### config.mk
export PLATFORM = sky130hd
export DESIGN_NAME = sccb_responder
export DESIGN_NICKNAME = d
export VERILOG_FILES = /design/src/rtl/sccb_responder_pkg.sv /design/src/rtl/sccb_responder_line_sync.sv /design/src/rtl/sccb_responder.sv
export SDC_FILE = /design/constraint.sdc
export NUM_CORES = 2
export LEC_CHECK = 0
export ABC_AREA = 1
export CAP_MARGIN = 20
export CORE_MARGIN = 2
export CORE_UTILIZATION = 55
export CTS_CLUSTER_DIAMETER = 200
export DETAILED_ROUTE_END_ITERATION = 8
export PLACE_DENSITY = 0.71
export SYNTH_ARGS = -nofsm -noshare
export SYNTH_HDL_FRONTEND = slang
export SYNTH_SLANG_ARGS = --single-unit
### constraint.sdc
create_clock -name axi_clk -period 7.9 [get_ports axi_clk]
set_input_delay 2.37 -clock axi_clk [delete_from_list [all_inputs] [get_ports axi_clk]]
set_output_delay 2.37 -clock axi_clk [all_outputs]
set_load 0.02 [all_outputs]
### src/rtl/sccb_responder_pkg.sv
// Shared types and constants for the SCCB responder and its line synchronizer.
package sccb_pkg;

    // Transaction-level states of the responder.
    typedef enum logic [3:0] {
        ST_IDLE      = 4'd0,
        ST_ID        = 4'd1,
        ST_ID_ACK    = 4'd2,
        ST_SUB       = 4'd3,
        ST_SUB_ACK   = 4'd4,
        ST_WDATA     = 4'd5,
        ST_WDATA_ACK = 4'd6,
        ST_RDATA     = 4'd7,
        ST_RDATA_ACK = 4'd8,
        ST_IGNORE    = 4'd9
    } sccb_state_e;

    // Bit counter spans 0..8 (eight data bits plus the ninth/ack bit).
    localparam int                   BIT_CNT_W    = 4;
    localparam logic [BIT_CNT_W-1:0] BIT_CNT_LAST = 4'd7;
    localparam logic [BIT_CNT_W-1:0] BIT_CNT_MAX  = 4'd8;

    // ID byte layout: device ID in [7:1], R/W flag in bit 0 (1 = read).
    localparam int ID_RW_BIT  = 0;
    localparam int ID_DEV_LSB = 1;

    // Build an ID byte from a 7-bit device ID and the R/W flag.
    function automatic logic [7:0] sccb_id_byte(input logic [6:0] dev, input logic rw);
        return {dev, rw};
    endfunction

endpackage

### src/rtl/sccb_responder_line_sync.sv
// Synchronizes scl/sda into the system clock domain and detects scl edges
// plus bus START/STOP conditions. Idle bus level is high, so the flops
// reset to 1 to avoid spurious edges after reset.
module sccb_line_sync #(
    parameter int SYNC_STAGES = 2
) (
    input  logic clk,
    input  logic rst_n,
    input  logic scl,
    input  logic sda,
    output logic sda_s,
    output logic scl_rise,
    output logic scl_fall,
    output logic start_det,
    output logic stop_det
);

    logic [SYNC_STAGES-1:0] scl_sync_r;
    logic [SYNC_STAGES-1:0] sda_sync_r;
    logic                   scl_d_r;
    logic                   sda_d_r;
    logic                   scl_s;

    // Synchronizer chains followed by one delay flop for edge detection.
    always_ff @(posedge clk or negedge rst_n) begin
        if (!rst_n) begin
            scl_sync_r <= {SYNC_STAGES{1'b1}};
            sda_sync_r <= {SYNC_STAGES{1'b1}};
            scl_d_r    <= 1'b1;
            sda_d_r    <= 1'b1;
        end else begin
            scl_sync_r <= {scl_sync_r[SYNC_STAGES-2:0], scl};
            sda_sync_r <= {sda_sync_r[SYNC_STAGES-2:0], sda};
            scl_d_r    <= scl_sync_r[SYNC_STAGES-1];
            sda_d_r    <= sda_sync_r[SYNC_STAGES-1];
        end
    end

    assign scl_s     = scl_sync_r[SYNC_STAGES-1];
    assign sda_s     = sda_sync_r[SYNC_STAGES-1];
    assign scl_rise  = scl_s & ~scl_d_r;
    assign scl_fall  = ~scl_s & scl_d_r;
    // sda may only move while scl is stable high for a START/STOP.
    assign start_det = scl_s & scl_d_r & sda_d_r & ~sda_s;
    assign stop_det  = scl_s & scl_d_r & ~sda_d_r & sda_s;

endmodule

### src/rtl/sccb_responder.sv
// SCCB target emulating a camera sensor's 8-bit register file.
// Optional build macro SCCB_RESP_ACK_DRIVE_EN: when defined the responder
// pulls sda low during the ID/sub-address/write-data ack bits; otherwise the
// ninth bit is a don't-care and sda stays released.
module sccb_responder
    import sccb_pkg::*;
#(
    parameter logic [6:0] DEV_ID      = 7'h21,
    parameter int         REG_DEPTH   = 256,
    parameter int         SYNC_STAGES = 2
) (
    input  logic       axi_clk,
    input  logic       axi_rst_n,
    input  logic       scl,
    input  logic       sda_i,
    output logic       sda_oe,
    output logic       reg_wr_en,
    output logic [7:0] reg_wr_addr,
    output logic [7:0] reg_wr_data,
    output logic       busy,
    output logic [7:0] sub_addr
);

`ifdef SCCB_RESP_ACK_DRIVE_EN
    localparam logic ACK_DRIVE = 1'b1;
`else
    localparam logic ACK_DRIVE = 1'b0;
`endif

    logic sda_s, scl_rise, scl_fall, start_det, stop_det;

    sccb_line_sync #(.SYNC_STAGES(SYNC_STAGES)) u_line_sync (
        .clk       (axi_clk),
        .rst_n     (axi_rst_n),
        .scl       (scl),
        .sda       (sda_i),
        .sda_s     (sda_s),
        .scl_rise  (scl_rise),
        .scl_fall  (scl_fall),
        .start_det (start_det),
        .stop_det  (stop_det)
    );

    sccb_state_e          state_r, state_n;
    logic [BIT_CNT_W-1:0] bit_cnt_r, bit_cnt_n;
    logic [6:0]           shift_r, shift_n;
    logic [7:0]           sub_addr_r, sub_addr_n;
    logic                 busy_r, busy_n;
    logic                 sda_oe_r, sda_oe_n;
    logic [7:0]           rd_byte_r, rd_byte_n;
    logic                 wr_en_r, wr_en_n;
    logic [7:0]           wr_addr_r, wr_addr_n;
    logic [7:0]           wr_data_r, wr_data_n;
    logic [7:0]           regs_r [REG_DEPTH];
    logic [7:0]           rx_byte_s;
    logic [7:0]           rd_data_s;
    logic                 addr_ok_s;

    // Byte as it stands once the current bit is shifted in (MSB first).
    assign rx_byte_s = {shift_r, sda_s};
    assign addr_ok_s = (int'(sub_addr_r) < REG_DEPTH);

    // Register read mux; out-of-range sub-addresses read as zero.
    always_comb begin
        if (addr_ok_s) begin
            rd_data_s = regs_r[sub_addr_r];
        end else begin
            rd_data_s = 8'h00;
        end
    end

    // Next-state and output decode; START/STOP override any bit activity.
    always_comb begin
        state_n    = state_r;
        bit_cnt_n  = bit_cnt_r;
        shift_n    = shift_r;
        sub_addr_n = sub_addr_r;
        busy_n     = busy_r;
        sda_oe_n   = sda_oe_r;
        rd_byte_n  = rd_byte_r;
        wr_en_n    = 1'b0;
        wr_addr_n  = wr_addr_r;
        wr_data_n  = wr_data_r;
        if (start_det) begin
            state_n   = ST_ID;
            bit_cnt_n = 4'd0;
            sda_oe_n  = 1'b0;
        end else if (stop_det) begin
            state_n   = ST_IDLE;
            bit_cnt_n = 4'd0;
            sda_oe_n  = 1'b0;
            busy_n    = 1'b0;
        end else begin
            case (state_r)
                ST_ID, ST_SUB, ST_WDATA: begin
                    if (scl_rise) begin
                        shift_n = rx_byte_s[6:0];
                        if (bit_cnt_r == BIT_CNT_LAST) begin
                            bit_cnt_n = 4'd0;
                            if (state_r == ST_ID) begin
                                if (rx_byte_s[7:ID_DEV_LSB] == DEV_ID) begin
                                    busy_n  = 1'b1;
                                    state_n = ST_ID_ACK;
                                end else begin
                                    state_n = ST_IGNORE;
                                end
                            end else if (state_r == ST_SUB) begin
                                sub_addr_n = rx_byte_s;
                                state_n    = ST_SUB_ACK;
                            end else begin
                                wr_en_n   = 1'b1;
                                wr_addr_n = sub_addr_r;
                                wr_data_n = rx_byte_s;
                                state_n   = ST_WDATA_ACK;
                            end
                        end else begin
                            bit_cnt_n = bit_cnt_r + 4'd1;
                        end
                    end else begin
                        state_n = state_r;
                    end
                end
                ST_ID_ACK, ST_SUB_ACK, ST_WDATA_ACK: begin
                    // First fall opens the ack bit, second fall closes it.
                    if (scl_fall) begin
                        if (bit_cnt_r == 4'd0) begin
                            sda_oe_n  = ACK_DRIVE;
                            bit_cnt_n = 4'd1;
                        end else begin
                            bit_cnt_n = 4'd0;
                            sda_oe_n  = 1'b0;
                            if (state_r == ST_ID_ACK) begin
                                if (shift_r[ID_RW_BIT]) begin
                                    state_n   = ST_RDATA;
                                    rd_byte_n = {rd_data_s[6:0], 1'b0};
                                    sda_oe_n  = ~rd_data_s[7];
                                    bit_cnt_n = 4'd1;
                                end else begin
                                    state_n = ST_SUB;
                                end
                            end else if (state_r == ST_SUB_ACK) begin
                                state_n = ST_WDATA;
                            end else begin
                                state_n = ST_IGNORE;
                            end
                        end
                    end else begin
                        state_n = state_r;
                    end
                end
                ST_RDATA: begin
                    // bit_cnt counts bits already put on the bus.
                    if (scl_fall) begin
                        if (bit_cnt_r == BIT_CNT_MAX) begin
                            sda_oe_n  = 1'b0;
                            bit_cnt_n = 4'd0;
                            state_n   = ST_RDATA_ACK;
                        end else begin
                            sda_oe_n  = ~rd_byte_r[7];
                            rd_byte_n = {rd_byte_r[6:0], 1'b0};
                            bit_cnt_n = bit_cnt_r + 4'd1;
                        end
                    end else begin
                        state_n = state_r;
                    end
                end
                ST_RDATA_ACK: begin
                    if (scl_rise) begin
                        shift_n = {shift_r[6:1], sda_s};
                    end else if (scl_fall) begin
                        if (!shift_r[0]) begin
                            state_n   = ST_RDATA;
                            rd_byte_n = {rd_data_s[6:0], 1'b0};
                            sda_oe_n  = ~rd_data_s[7];
                            bit_cnt_n = 4'd1;
                        end else begin
                            state_n  = ST_IGNORE;
                            sda_oe_n = 1'b0;
                        end
                    end else begin
                        state_n = state_r;
                    end
                end
                default: begin
                    state_n  = state_r;
                    sda_oe_n = 1'b0;
                end
            endcase
        end
    end

    // Protocol state and registered outputs.
    always_ff @(posedge axi_clk or negedge axi_rst_n) begin
        if (!axi_rst_n) begin
            state_r    <= ST_IDLE;
            bit_cnt_r  <= 4'd0;
            shift_r    <= 7'd0;
            sub_addr_r <= 8'h00;
            busy_r     <= 1'b0;
            sda_oe_r   <= 1'b0;
            rd_byte_r  <= 8'h00;
            wr_en_r    <= 1'b0;
            wr_addr_r  <= 8'h00;
            wr_data_r  <= 8'h00;
        end else begin
            state_r    <= state_n;
            bit_cnt_r  <= bit_cnt_n;
            shift_r    <= shift_n;
            sub_addr_r <= sub_addr_n;
            busy_r     <= busy_n;
            sda_oe_r   <= sda_oe_n;
            rd_byte_r  <= rd_byte_n;
            wr_en_r    <= wr_en_n;
            wr_addr_r  <= wr_addr_n;
            wr_data_r  <= wr_data_n;
        end
    end

    // Register file; written on the same edge that raises reg_wr_en.
    always_ff @(posedge axi_clk or negedge axi_rst_n) begin
        if (!axi_rst_n) begin
            for (int i = 0; i < REG_DEPTH; i++) begin
                regs_r[i] <= 8'h00;
            end
        end else if (wr_en_n && addr_ok_s) begin
            regs_r[sub_addr_r] <= rx_byte_s;
        end
    end

    assign sda_oe      = sda_oe_r;
    assign reg_wr_en   = wr_en_r;
    assign reg_wr_addr = wr_addr_r;
    assign reg_wr_data = wr_data_r;
    assign busy        = busy_r;
    assign sub_addr    = sub_addr_r;

endmodule

==> flow_metrics.tcl <==
set metrics [dict create \
    cp-end-kind "output pin" \
    cts-htree-levels 4 \
    cts_max_path_buffers 3 \
    slowest_delay_ps 770 \
    num_rows 150 \
    worst_clock_skew_ps 49.7 \
    ys_seq_elements 2103 \
    ir_worst_vdd_mv 0.261 \
    crit_slowest_cell "clkdlybuf4s50_1" \
    synthToLayoutAreaGrowth_pct 8.13 \
    syn_area_per_cell_sq_um 8.72 \
    cpLargestDelayFamily "buffers and inverters" \
    core_sq_um 167000 \
    grt.overflow.total 0 \
    synth_fa_ha_area_frac 0.000270 \
    hpwl_mm 160 \
    place.gp.congestion 0.874 \
    grt_max_degree 164 \
    cp_max_fo 27 \
    start_kind "flop" \
    syn_nets 10640 \
    nFillCells 14463 \
    critical_path_class "flop to output pin" \
    antenna_found_initial 10 \
    multi_input_area_sq_um 35900 \
    insertion_delay_ps 870 \
    grt_pass1_wl_mm 439 \
    wl_mm 281 \
    grt_use_total 0.324 \
    crit-reg2reg-capture "rd_byte_r[3]" \
    post_drt_wl_per_cell_um 22.4 \
    cp.depth 2 \
    maxCapViolations 0 \
    synthMuxAreaShare 0 \
    layout_commonest_cell "nand2_1" \
    final.setup.tns_ps 0 \
    ys.flop_type "dfrtp_1" \
    fin_ws_ps 2640 \
    port_buffers 30 \
    syn_inst 10634 \
    final_cell_mix "4213 x nand2_1, 2095 x dfrtp_1, 1482 x o21ai_0" \
    synth.distinct_cells 41 \
    ff2ff_path_depth 15 \
    p_total_mw 23.3 \
    drive_above_1_share 0.0656 \
    min_path_type "flop to flop" \
    rr_startpoint "sub_addr[0]" \
    cts_buffers 212 \
    max_freq_mhz 190 \
    place_ws_ps 3460 \
    critPathBufInv 2 \
    ctsHoldBuffers 0 \
    hold_path_depth 0 \
    vias_per_cell 6.12 \
    yosys_warnings 0 \
    finalHoldViolCount 0 \
    tightest_slew_ps 1130 \
    synthXorXnorAreaFrac 0.0000944 \
    first_global_vias 73486 \
    cts_tree "done" \
    rsz0062_at_grt "false" \
    cts_resized 0 \
    min_to "u_line_sync.scl_sync_r[1]" \
    synth_compound_area_frac 0.179 \
    clock_sinks 2103 \
    async_flop_share 1.00 \
    post-cts-setup-buffer-count 0 \
    fin_nets 10185 \
    reg2reg_slack_ps 3260 \
    dieHeight_um 415 \
    clkTransAtPathRegs_ps 60 \
    via_count 76761 \
    drc_errors 0 \
    dr.pass1.iters 6 \
    die_x_um 415 \
    yosys.area_share.simple 0.207 \
    initial_core_util 0.554 \
    synth_edf_count 0 \
    status "finished, final reports clean" \
    die-area_sq_um 172000 \
    root_buffer "clkbuf_16" \
    cp.required_ps 5530 \
    regArea_sq_um 52600 \
    min_from "u_line_sync.scl_sync_r[0]" \
    slew_headroom 0.240 \
    power_leakage_nw 47.5 \
    syn-cell-area_sq_um 92800 \
    finalCriticalPeriod_ps 5260 \
    seq_area_frac_synth 0.567 \
    drt-initial-drc-count 9898 \
    ios 31 \
    post-route-util 0.599 \
    powerDensity_nw_per_um2 232 \
    finalSetupViolations 0 \
    slew_viol_final 0 \
    synth_top_family_by_area "simple AND/OR/NAND/NOR gates" \
    arrival_ps 2890 \
    min_period_over_period 0.666 \
    ant_nets 0 \
    path_cells "buf_4 > clkdlybuf4s50_1" \
]
[metal layers]
metal / global-route usage / wire [um] / up-vias
met5: 0 / 15 / -
li1: - / - / 34554
met3: 0.0623 / 26200 / 673
met2: 0.495 / 126000 / 3806
met4: 0.143 / 12700 / 2
met1: 0.455 / 116000 / 37726
[synthesized netlist by cell type (2+ instances only)]
library cell / n / area (sq um)
a21oi_1: 26 / 130
inv_1: 47 / 176
nand2_1: 4213 / 15800
o211ai_1: 2 / 15.0
nor3_1: 9 / 45.0
nand2_2: 5 / 31.3
nand2_4: 120 / 1350
or2_2: 2 / 12.5
a22oi_1: 726 / 5450
clkinv_1: 5 / 18.8
o21ai_1: 647 / 3240
buf_1: 28 / 105
nand3_1: 53 / 265
o21ai_2: 36 / 315
buf_8: 3 / 45.0
clkbuf_1: 616 / 2310
buf_12: 8 / 160
nor2_4: 20 / 225
o21bai_1: 3 / 22.5
nand4_1: 108 / 676
o21ai_0: 1482 / 7420
nor2_1: 180 / 676
nor2_2: 9 / 56.3
inv_2: 5 / 18.8
buf_4: 12 / 90.1
buf_2: 61 / 305
buf_6: 92 / 1040
dfrtp_1: 2097 / 52500
dfstp_2: 6 / 158
ha_1: 2 / 25.0
[per-stage QoR]
stage | std cells | cell area, sq um | hold slack [ps]
floorplan | 10634 | 92800 | 345
global placement | 12165 | 93100 | 351
detailed placement | 12166 | 93100 | 348
CTS | 12547 | 100000 | 360
global route | 12550 | 100000 | 364
finish | 12552 | 100000 | 360
[report_power, final]
| group | switching, mW | internal, mW |
|---|---|---|
| clock | 4.31 | 6.01 |
| sequential | 0.0707 | 10.8 |
| combinational | 1.86 | 0.196 |
| total | 6.25 | 17.0 |
[final cells by class]
type                    instances  share of cell area
diodes                          2           0.0000499
flip-flops and latches       2103               0.525
inverters                      58             0.00304
multi-input cells            7653               0.358
repair buffers                151              0.0157
well taps                    2204              0.0275
clock inverters                64             0.00831
clock buffers                 317              0.0625
[how the worst max path moves through the flow]
stage	to	slack, ps	from
floorplan	sub_addr[7]	5020	sub_addr[7]
global placement	rd_byte_r[3]	3450	sub_addr[0]
detailed placement	rd_byte_r[3]	3460	sub_addr[0]
CTS	sub_addr[1]	2660	sub_addr[1]
global route	sub_addr[1]	2660	sub_addr[1]
finish	sub_addr[1]	2640	sub_addr[1]
[cell families (layout without fill, tap and decap cells)]
kind of cell | Yosys count | in the layout
AO/OA/AOI/OAI | 2927 | 2927
XOR/XNOR | 1 | 1
adder cells (fa/ha/maj) | 2 | 2
buffers and inverters | 878 | 590
flip-flops | 2103 | 2103
other | 0 | 2
AND/OR/NAND/NOR | 4723 | 4723
[worst reg2reg max path, cell delays in order (launching register included)]
cell and delay, ps:
dfrtp_4 790, nand2_1 320, inv_8 260, buf_4 510
a22oi_1 310, nand2_1 80, nand2_1 60, nand2_1 90
o21ai_0 880, nand2_1 260, nor2_1 240, nand2_1 160
nor2_1 350, nand2_1 100, nand2_1 70, nand2_1 40
[state kept, by name (all words and copies together), names as in the netlist, 2 cells and up]
name and flops:
regs_r 2048, u_line_sync.sda_sync_r 2, u_line_sync.scl_sync_r 2, reg_wr_addr 8, sub_addr 8, shift_r 7, state_r 4, rd_byte_r 7
bit_cnt_r 4, reg_wr_data 8
Power figures use the tool's default switching activity.
